==> src/rtl/dot_eater.sv <==
// rtl/dot_eater.sv - dot bank consumer: scans dots, pulses kills, confirms them, keeps score.
// Optional DOT_EATER_SCORE_BCD_EN: 4-digit packed BCD score saturating at 9999.
module dot_eater #(
  parameter int N_DOTS      = 10,
  parameter int COORD_W     = 10,
  parameter int HIT_RADIUS  = 4,
  parameter int POINTS      = 10,
  parameter int SCORE_W     = 16,
  parameter int ACK_TIMEOUT = 3,
`ifdef DOT_EATER_SCORE_BCD_EN
  localparam int SW = 16
`else
  localparam int SW = SCORE_W
`endif
) (
  input  logic                        Clk,
  input  logic                        Reset,
  input  logic                        scan_start,
  input  logic [COORD_W-1:0]          player_x,
  input  logic [COORD_W-1:0]          player_y,
  input  logic [N_DOTS*COORD_W-1:0]   dot_x_flat,
  input  logic [N_DOTS*COORD_W-1:0]   dot_y_flat,
  input  logic [N_DOTS-1:0]           alive_10,
  output logic [N_DOTS-1:0]           kill_10,
  output logic [SW-1:0]               score,
  output logic                        eat_pulse,
  output logic                        busy,
  output logic                        scan_done,
  output logic                        all_eaten,
  output logic                        ack_err
);

  localparam int IDX_W = (N_DOTS > 1) ? $clog2(N_DOTS) : 1;
  localparam int CNT_W = $clog2(ACK_TIMEOUT + 1);

  typedef enum logic [2:0] {S_IDLE, S_SCAN, S_KILL, S_WAIT, S_DONE} state_t;

  state_t              state_q;
  logic [IDX_W-1:0]    idx_q;
  logic [CNT_W-1:0]    tmo_q, tmo_d;
  logic [N_DOTS-1:0]   kill_q;
  logic [SW-1:0]       score_q, score_d;
  logic                eat_q, done_q, all_q, err_q;

  logic [COORD_W-1:0]  dot_x, dot_y;
  logic [COORD_W:0]    px_e, py_e, dx_e, dy_e, dist_x, dist_y;
  logic                hit, last;

`ifdef DOT_EATER_SCORE_BCD_EN
  function automatic logic [15:0] bcd_add(input logic [15:0] a);
    logic [15:0] b, r;
    logic [4:0]  s;
    logic        c;
    b = {8'h00, 4'(POINTS / 10), 4'(POINTS % 10)};
    r = '0;
    c = 1'b0;
    for (int i = 0; i < 4; i++) begin
      s = {1'b0, a[i*4 +: 4]} + {1'b0, b[i*4 +: 4]} + {4'b0, c};
      if (s > 5'd9) begin
        r[i*4 +: 4] = s[3:0] + 4'd6;
        c = 1'b1;
      end else begin
        r[i*4 +: 4] = s[3:0];
        c = 1'b0;
      end
    end
    return c ? 16'h9999 : r;
  endfunction
`endif

  always_comb begin
    dot_x  = dot_x_flat[idx_q*COORD_W +: COORD_W];
    dot_y  = dot_y_flat[idx_q*COORD_W +: COORD_W];
    // widen before subtracting so the distance never wraps across the coordinate range
    px_e   = {1'b0, player_x};
    py_e   = {1'b0, player_y};
    dx_e   = {1'b0, dot_x};
    dy_e   = {1'b0, dot_y};
    dist_x = (px_e >= dx_e) ? (px_e - dx_e) : (dx_e - px_e);
    dist_y = (py_e >= dy_e) ? (py_e - dy_e) : (dy_e - py_e);
    hit    = alive_10[idx_q] &&
             (dist_x <= (COORD_W+1)'(HIT_RADIUS)) &&
             (dist_y <= (COORD_W+1)'(HIT_RADIUS));
    last   = (idx_q == IDX_W'(N_DOTS - 1));
    tmo_d  = tmo_q + 1'b1;
  end

`ifdef DOT_EATER_SCORE_BCD_EN
  always_comb score_d = bcd_add(score_q);
`else
  logic [SW:0] score_sum;
  always_comb begin
    score_sum = {1'b0, score_q} + (SW+1)'(POINTS);
    score_d   = score_sum[SW] ? {SW{1'b1}} : score_sum[SW-1:0];
  end
`endif

  always_ff @(posedge Clk) begin
    if (Reset) begin
      state_q <= S_IDLE;
      idx_q   <= '0;
      tmo_q   <= '0;
      kill_q  <= '0;
      score_q <= '0;
      eat_q   <= 1'b0;
      done_q  <= 1'b0;
      all_q   <= 1'b0;
      err_q   <= 1'b0;
    end else begin
      kill_q <= '0;
      eat_q  <= 1'b0;
      done_q <= 1'b0;
      all_q  <= (alive_10 == '0);
      case (state_q)
        S_IDLE: begin
          if (scan_start) begin
            idx_q   <= '0;
            state_q <= S_SCAN;
          end
        end
        S_SCAN: begin
          if (hit) begin
            kill_q[idx_q] <= 1'b1;
            state_q       <= S_KILL;
          end else if (last) begin
            state_q <= S_DONE;
          end else begin
            idx_q <= idx_q + 1'b1;
          end
        end
        S_KILL: begin
          tmo_q   <= '0;
          state_q <= S_WAIT;
        end
        S_WAIT: begin
          if (!alive_10[idx_q] || (tmo_d == CNT_W'(ACK_TIMEOUT))) begin
            if (!alive_10[idx_q]) begin
              score_q <= score_d;
              eat_q   <= 1'b1;
            end else begin
              err_q <= 1'b1;
            end
            if (last) begin
              state_q <= S_DONE;
            end else begin
              idx_q   <= idx_q + 1'b1;
              state_q <= S_SCAN;
            end
          end else begin
            tmo_q <= tmo_d;
          end
        end
        S_DONE: begin
          done_q  <= 1'b1;
          state_q <= S_IDLE;
        end
        default: state_q <= S_IDLE;
      endcase
    end
  end

  assign kill_10   = kill_q;
  assign score     = score_q;
  assign eat_pulse = eat_q;
  assign busy      = (state_q != S_IDLE);
  assign scan_done = done_q;
  assign all_eaten = all_q;
  assign ack_err   = err_q;

endmodule

==> config.mk <==
export PLATFORM = sky130hd
export DESIGN_NAME = dot_eater
export DESIGN_NICKNAME = d
export VERILOG_FILES = /design/src/rtl/dot_eater.sv
export SDC_FILE = /design/constraint.sdc
export NUM_CORES = 1
export LEC_CHECK = 0
export CAP_MARGIN = 20
export CORE_MARGIN = 3
export CORE_UTILIZATION = 43
export CTS_CLUSTER_SIZE = 30
export DETAILED_ROUTE_END_ITERATION = 10
export GPL_ROUTABILITY_DRIVEN = 0
export HOLD_SLACK_MARGIN = 0.12
export PLACE_DENSITY = 0.94
export SLEW_MARGIN = 10
export SYNTH_ARGS = -nofsm -noshare
export SYNTH_HDL_FRONTEND = slang
export SYNTH_SLANG_ARGS = --single-unit
==> constraint.sdc <==
create_clock -name Clk -period 5.9 [get_ports Clk]
set_clock_uncertainty 0.2 [all_clocks]
set_input_delay 1.18 -clock Clk [delete_from_list [all_inputs] [get_ports Clk]]
set_output_delay 1.18 -clock Clk [all_outputs]
set_load 0.02 [all_outputs]
==> results of run 1 <==
-- sequential cells by signal, summed over array words and instances (netlist names) --
register / count
ack_err: 1
score: 16
scan_done: 1
idx_q: 4
eat_pulse: 1
all_eaten: 1
tmo_q: 2
state_q: 3
kill_10: 10
-- logic make-up after synthesis --
logic type	synth area share
xor+xnor	0.0154
flops	0.138
buf+inv	0.0867
simple gates	0.182
compound gates	0.216
fa+ha+maj	0.102
mux	0.260
-- per-layer routing --
layer	routed length (µm)	track usage	part of all wire
met3	1500	0.0533	0.075
met5	0	0	0
met1	7230	0.310	0.36
met4	642	0.0807	0.032
met2	10700	0.490	0.53
-- final cells by class --
cell class                      count  share of cell area
Clock inverter                      2             0.00410
Multi-Input combinational cell    500               0.515
Clock buffer                        6              0.0162
Inverter                           61              0.0268
Tap cell                          172              0.0252
Sequential cell                    39              0.0919
Timing Repair Buffer              276               0.321
Antenna cell                        1            0.000293
-- power by group through the flow --
stage | clock network (mW) | logic [mW] | registers, mW
floorplan | 0 | 0.369 | 0.271
detailed placement | 0 | 0.588 | 0.283
CTS | 0.316 | 0.591 | 0.277
finish | 0.318 | 0.599 | 0.276
global route | 0.329 | 0.648 | 0.278
global placement | 0 | 0.572 | 0.282
-- synthesized netlist by cell type, drive strengths merged, types with 4 or more instances --
master / number
a211oi: 9
a21boi: 4
a21o: 9
a21oi: 35
a22oi: 4
a311oi: 6
a31oi: 6
and3: 7
buf: 20
clkbuf: 23
dfxtp: 39
ha: 46
inv: 61
mux2: 5
mux2i: 47
mux4: 42
nand2: 37
nand2b: 5
nand3: 22
nand3b: 6
nand4: 9
nor2: 40
nor2b: 9
nor3: 22
nor4: 6
nor4b: 4
o211ai: 5
o21a: 4
o21ai: 15
o22a: 20
or2: 4
or3: 6
xor2: 8
-- path summary, 6_finish.rpt --
path / start / to / slack [ps]
max: dot_x_flat[1] / kill_10[5] / 330
min: score[0] / score[0] / 240
max reg2reg: idx_q[0] / kill_10[5] / 690
min reg2reg: score[0] / score[0] / 240
-- worst max-delay path: cells and delay by family --
family	cells	cell delay [ps]
buffers and inverters	2	460
adders and majority gates	1	330
muxes	2	750
and+or+nand+nor	5	1550
AOI/OAI and AO/OA	5	1270
-- stage by stage --
stage	worst slack, ps	hold slack, ps
after floorplan	918	277
after global placement	285	232
after detailed placement	58.8	239
after CTS	335	247
after global routing	111	276
final	326	242
==> results.yml, run 1 <==
pwr:
  p_int_mw: 0.809
  power.share.clock: 0.267
  switchingPower_mw: 0.384
  pwr-share-comb: 0.502
  seqPwrFrac: 0.232
  peakVddDrop_v: 0.000105
  leakage_nw: 3.41
  p_per_area_nw_per_um2: 140
  switching_share: 0.322
  power_mw: 1.19
critical_path:
  path_cells: "clkdlybuf4s50_1 -> mux4_2 -> mux2i_1 -> o22a_1 -> inv_1 -> ha_1 -> and2b_1 -> o31ai_4 -> a311o_2 -> a31oi_2 -> or4_1 -> a221oi_1 -> and2b_1 -> nand4b_4 -> nor3_1"
  crit_type: "input port to flop"
  slowest_stage: "or4_1"
  worstPathMaxFanout: 8
  crit_required_ps: 5880
  start_kind: "input port"
  crit_path_end_kind: "flop"
  critPathMaxStageDelay_ps: 620
  arrival_ps: 5550
  r2r_cells: 14
  crit_top_cell: "and2b_1"
detailed_routing:
  drt-pass1-iter-count: 5
  ant_nets: 0
  drc_errors: 0
  wirelength_um: 20100
  wire_per_inst_um: 19.0
  drtIter0Drc: 615
  vias_per_cell: 5.88
  num_vias: 6219
sta:
  fin_setup_tns_ps: 0
  fin_crit_sh: 0.945
  fin_crit_ps: 5570
  timing.fmax_mhz: 179
  finalSetupViolations: 0
  slew_violations: 0
  hold_viol_final: 0
  rsz0062_at_grt: "no"
  worst_pin_slew_ps: 741
  slew_headroom: 0.502
synthesis:
  yosys.area.top_type: "mux4_2"
  synthCells: 643
  synth_flop_cell: "dfxtp_1"
  synthArstFlopShare: 0
  synth.avg_cell_area_um2: 8.82
  ys_seq_area_frac: 0.138
  ys_types: 90
  syn_area_um2: 5670
  yosys.area.top_type_share: 0.167
  yosysWarnings: 0
  synth_edf_count: 0
  ys_top_cells_by_area: "mux4_2, dfxtp_1, ha_1, mux2i_1, inv_1"
  ys_ff_latch: 39
  syn-num-nets: 922
clock_tree:
  cts_setup_buffers: 0
  holdBufCountCts: 0
  postCtsResizedCells: 0
  cts.clk_slew.worst_paths_ps: 60
  clock_sinks: 39
  clock_path_buffers: 2
  root_buffer: "clkbuf_16"
  cts_tree: "yes"
  cts_max_level: 2
  clk_latency_ps: 280
  cts_buffers: 5
global_routing:
  antenna_found_initial: 1
  grt_overflow: 0
  grt_first_pass_wirelength_um: 31600
  track_usage: 0.267
  grt_pass1_vias: 6261
  grt_max_degree: 40
placement:
  placed_cells: 1048
  dp_hpwl_um: 16800
  port_buffers: 263
  placed_area_um2: 8370
final_layout:
  multiInputGateArea_um2: 4400
  final_common_cell: "clkdlybuf4s50_1"
  n_fill_cell: 954
  area_growth_pct: 50.7
  stdcell_count: 1057
  nets: 1162
  stdcell_area_um2: 8550
  seq_area_um2: 786
  fin_util: 0.669
  drive_gt1_frac: 0.118
  final_cell_mix: "clkdlybuf4s50_1, inv_1, mux2i_1"
floorplanning:
  die_y_um: 121
  die_x_um: 121
  num_rows: 41
  io_pins: 264
  dieArea_um2: 14600
  fp.coreArea_um2: 12800
  start_util: 0.444
hold_path:
  whs_path_depth: 2
  hold_path_class: "flop to flop"
flow_run:
  maxCapViolations: 0
status:
  status: "complete, no violations"
Power figures use the tool's default switching activity.
==> inputs of run 2 (changes only) <==
--- a/config.mk
+++ b/config.mk
@@ -6,6 +6,7 @@
 export NUM_CORES = 1
 export LEC_CHECK = 0
 export CAP_MARGIN = 20
+export CORE_ASPECT_RATIO = 0.6
 export CORE_MARGIN = 3
 export CORE_UTILIZATION = 43
 export CTS_CLUSTER_SIZE = 30
@@ -13,6 +14,7 @@
 export GPL_ROUTABILITY_DRIVEN = 0
 export HOLD_SLACK_MARGIN = 0.12
 export PLACE_DENSITY = 0.94
+export SKIP_LAST_GASP = 1
 export SLEW_MARGIN = 10
 export SYNTH_ARGS = -nofsm -noshare
 export SYNTH_HDL_FRONTEND = slang
==> results.yml, run 2 (synthesis gave the netlist of run 1 again) <==
placement:
  dp_hpwl_um: 19200
  dp_slack_ps: 137
  port_buffers: 263
  placed_cells: 1045
  placed_area_um2: 8390
hold_path:
  hold_path_class: "flop to flop"
  whs_path_depth: 2
clock_tree:
  clock_sinks: 39
  root_buffer: "clkbuf_16"
  clk_latency_ps: 290
  holdBufCountCts: 0
  cts.clk_slew.worst_paths_ps: 60
  cts_buffers: 5
  clock_path_buffers: 2
  cts_tree: "yes"
  cts_setup_buffers: 0
  postCtsResizedCells: 0
  cts_max_level: 2
floorplanning:
  fp.coreArea_um2: 12500
  die_y_um: 95.0
  start_util: 0.455
  num_rows: 31
  die_x_um: 154
  dieArea_um2: 14600
  io_pins: 264
final_layout:
  nets: 1166
  fin_util: 0.689
  largest_reg_flops: 16
  final_common_cell: "clkdlybuf4s50_1"
  n_fill_cell: 935
  drive_gt1_frac: 0.123
  stdcell_area_um2: 8580
  diodes: 0
  final_cell_mix: "clkdlybuf4s50_1, inv_1, mux2i_1"
  area_growth_pct: 51.4
  stdcell_count: 1053
detailed_routing:
  ant_nets: 0
  vias_per_cell: 6.06
  num_vias: 6376
  wire_per_inst_um: 21.6
  drc_errors: 0
  wirelength_um: 22800
  drt-pass1-iter-count: 7
  drtIter0Drc: 601
flow_run:
  maxCapViolations: 0
global_routing:
  grt_max_degree: 34
  grt_pass1_vias: 6303
  track_usage: 0.299
  grt_first_pass_wirelength_um: 34400
  grt_overflow: 0
  antenna_found_initial: 1
critical_path:
  start_kind: "input port"
  critPathTopFamily: "compound AO/OA/AOI/OAI gates"
  arrival_ps: 5570
  crit_type: "input port to flop"
  worstPathMaxFanout: 11
  crit_buf_inv: 2
  crit_path_end_kind: "flop"
  crit_required_ps: 5890
  r2r_cells: 13
  critPathMaxStageDelay_ps: 480
  path_depth: 14
  path_cells: "clkdlybuf4s50_1 -> mux4_2 -> mux2i_1 -> o22a_1 -> inv_1 -> ha_1 -> and2_4 -> a311oi_2 -> a21oi_2 -> nand2b_1 -> a2111o_1 -> a2111oi_4 -> nand4_2 -> o311ai_1"
  slowest_stage: "clkdlybuf4s50_1"
pwr:
  p_per_area_nw_per_um2: 144
  peakVddDrop_v: 0.000121
  pwr-share-comb: 0.505
  leakage_nw: 3.44
  p_int_mw: 0.828
  switching_share: 0.331
  seqPwrFrac: 0.221
  power.share.clock: 0.274
  switchingPower_mw: 0.410
  power_mw: 1.24
sta:
  worst_pin_slew_ps: 786
  finalSetupViolations: 0
  hold_ws_ps: 271
  slew_violations: 0
  timing.fmax_mhz: 179
  hold_viol_final: 0
  fin_crit_sh: 0.946
  fin_crit_ps: 5580
  rsz0062_at_grt: "no"
  slew_headroom: 0.472
  worst_slack_ps: 319
  fin_setup_tns_ps: 0
status:
  status: "complete, no violations"
-- run 2: final timing paths --
path	startpoint	endpoint	slack, ps
worst max register to register	idx_q[1]	idx_q[0]	620
worst min register to register	score[0]	score[0]	270
worst max-delay path	dot_y_flat[44]	idx_q[0]	320
worst min-delay path	score[0]	score[0]	270
-- run 2: cell type report --
cell class / count / area (µm²) / share of cell area
clock buffer: 6 / 150 / 0.0175
inverter: 61 / 229 / 0.0267
sequential: 39 / 786 / 0.0915
clock inverter: 2 / 37.5 / 0.00437
timing repair buffer: 280 / 2770 / 0.323
multi-input combinational: 500 / 4400 / 0.513
tap: 165 / 206 / 0.0240
-- run 2: per-layer routing --
metal / share of wire / track usage / up-vias / routed length (µm)
met5: 0.00035 / 0 / - / 8
met4: 0.025 / 0.0713 / 2 / 577
met3: 0.11 / 0.0939 / 55 / 2510
met2: 0.47 / 0.501 / 405 / 10700
met1: 0.39 / 0.381 / 2984 / 9000
li1: - / - / 2930 / -
-- run 2: worst register-to-register path: stages, from the launching register on --
cell	delay, ps
dfxtp_2	810
nor2_1	250
nand2_1	580
o22a_1	350
inv_1	60
ha_1	420
and2_4	220
a311oi_2	350
a21oi_2	170
nand2b_1	280
a2111o_1	440
a2111oi_4	340
nand4_2	330
o311ai_1	360
-- run 2: power by group through the flow --
stage / combinational (mW) / clock (mW) / sequential, mW
final: 0.625 / 0.340 / 0.273
after detailed placement: 0.605 / 0 / 0.279
after global placement: 0.587 / 0 / 0.279
after CTS: 0.609 / 0.341 / 0.273
after floorplan: 0.369 / 0 / 0.271
after global routing: 0.668 / 0.354 / 0.274
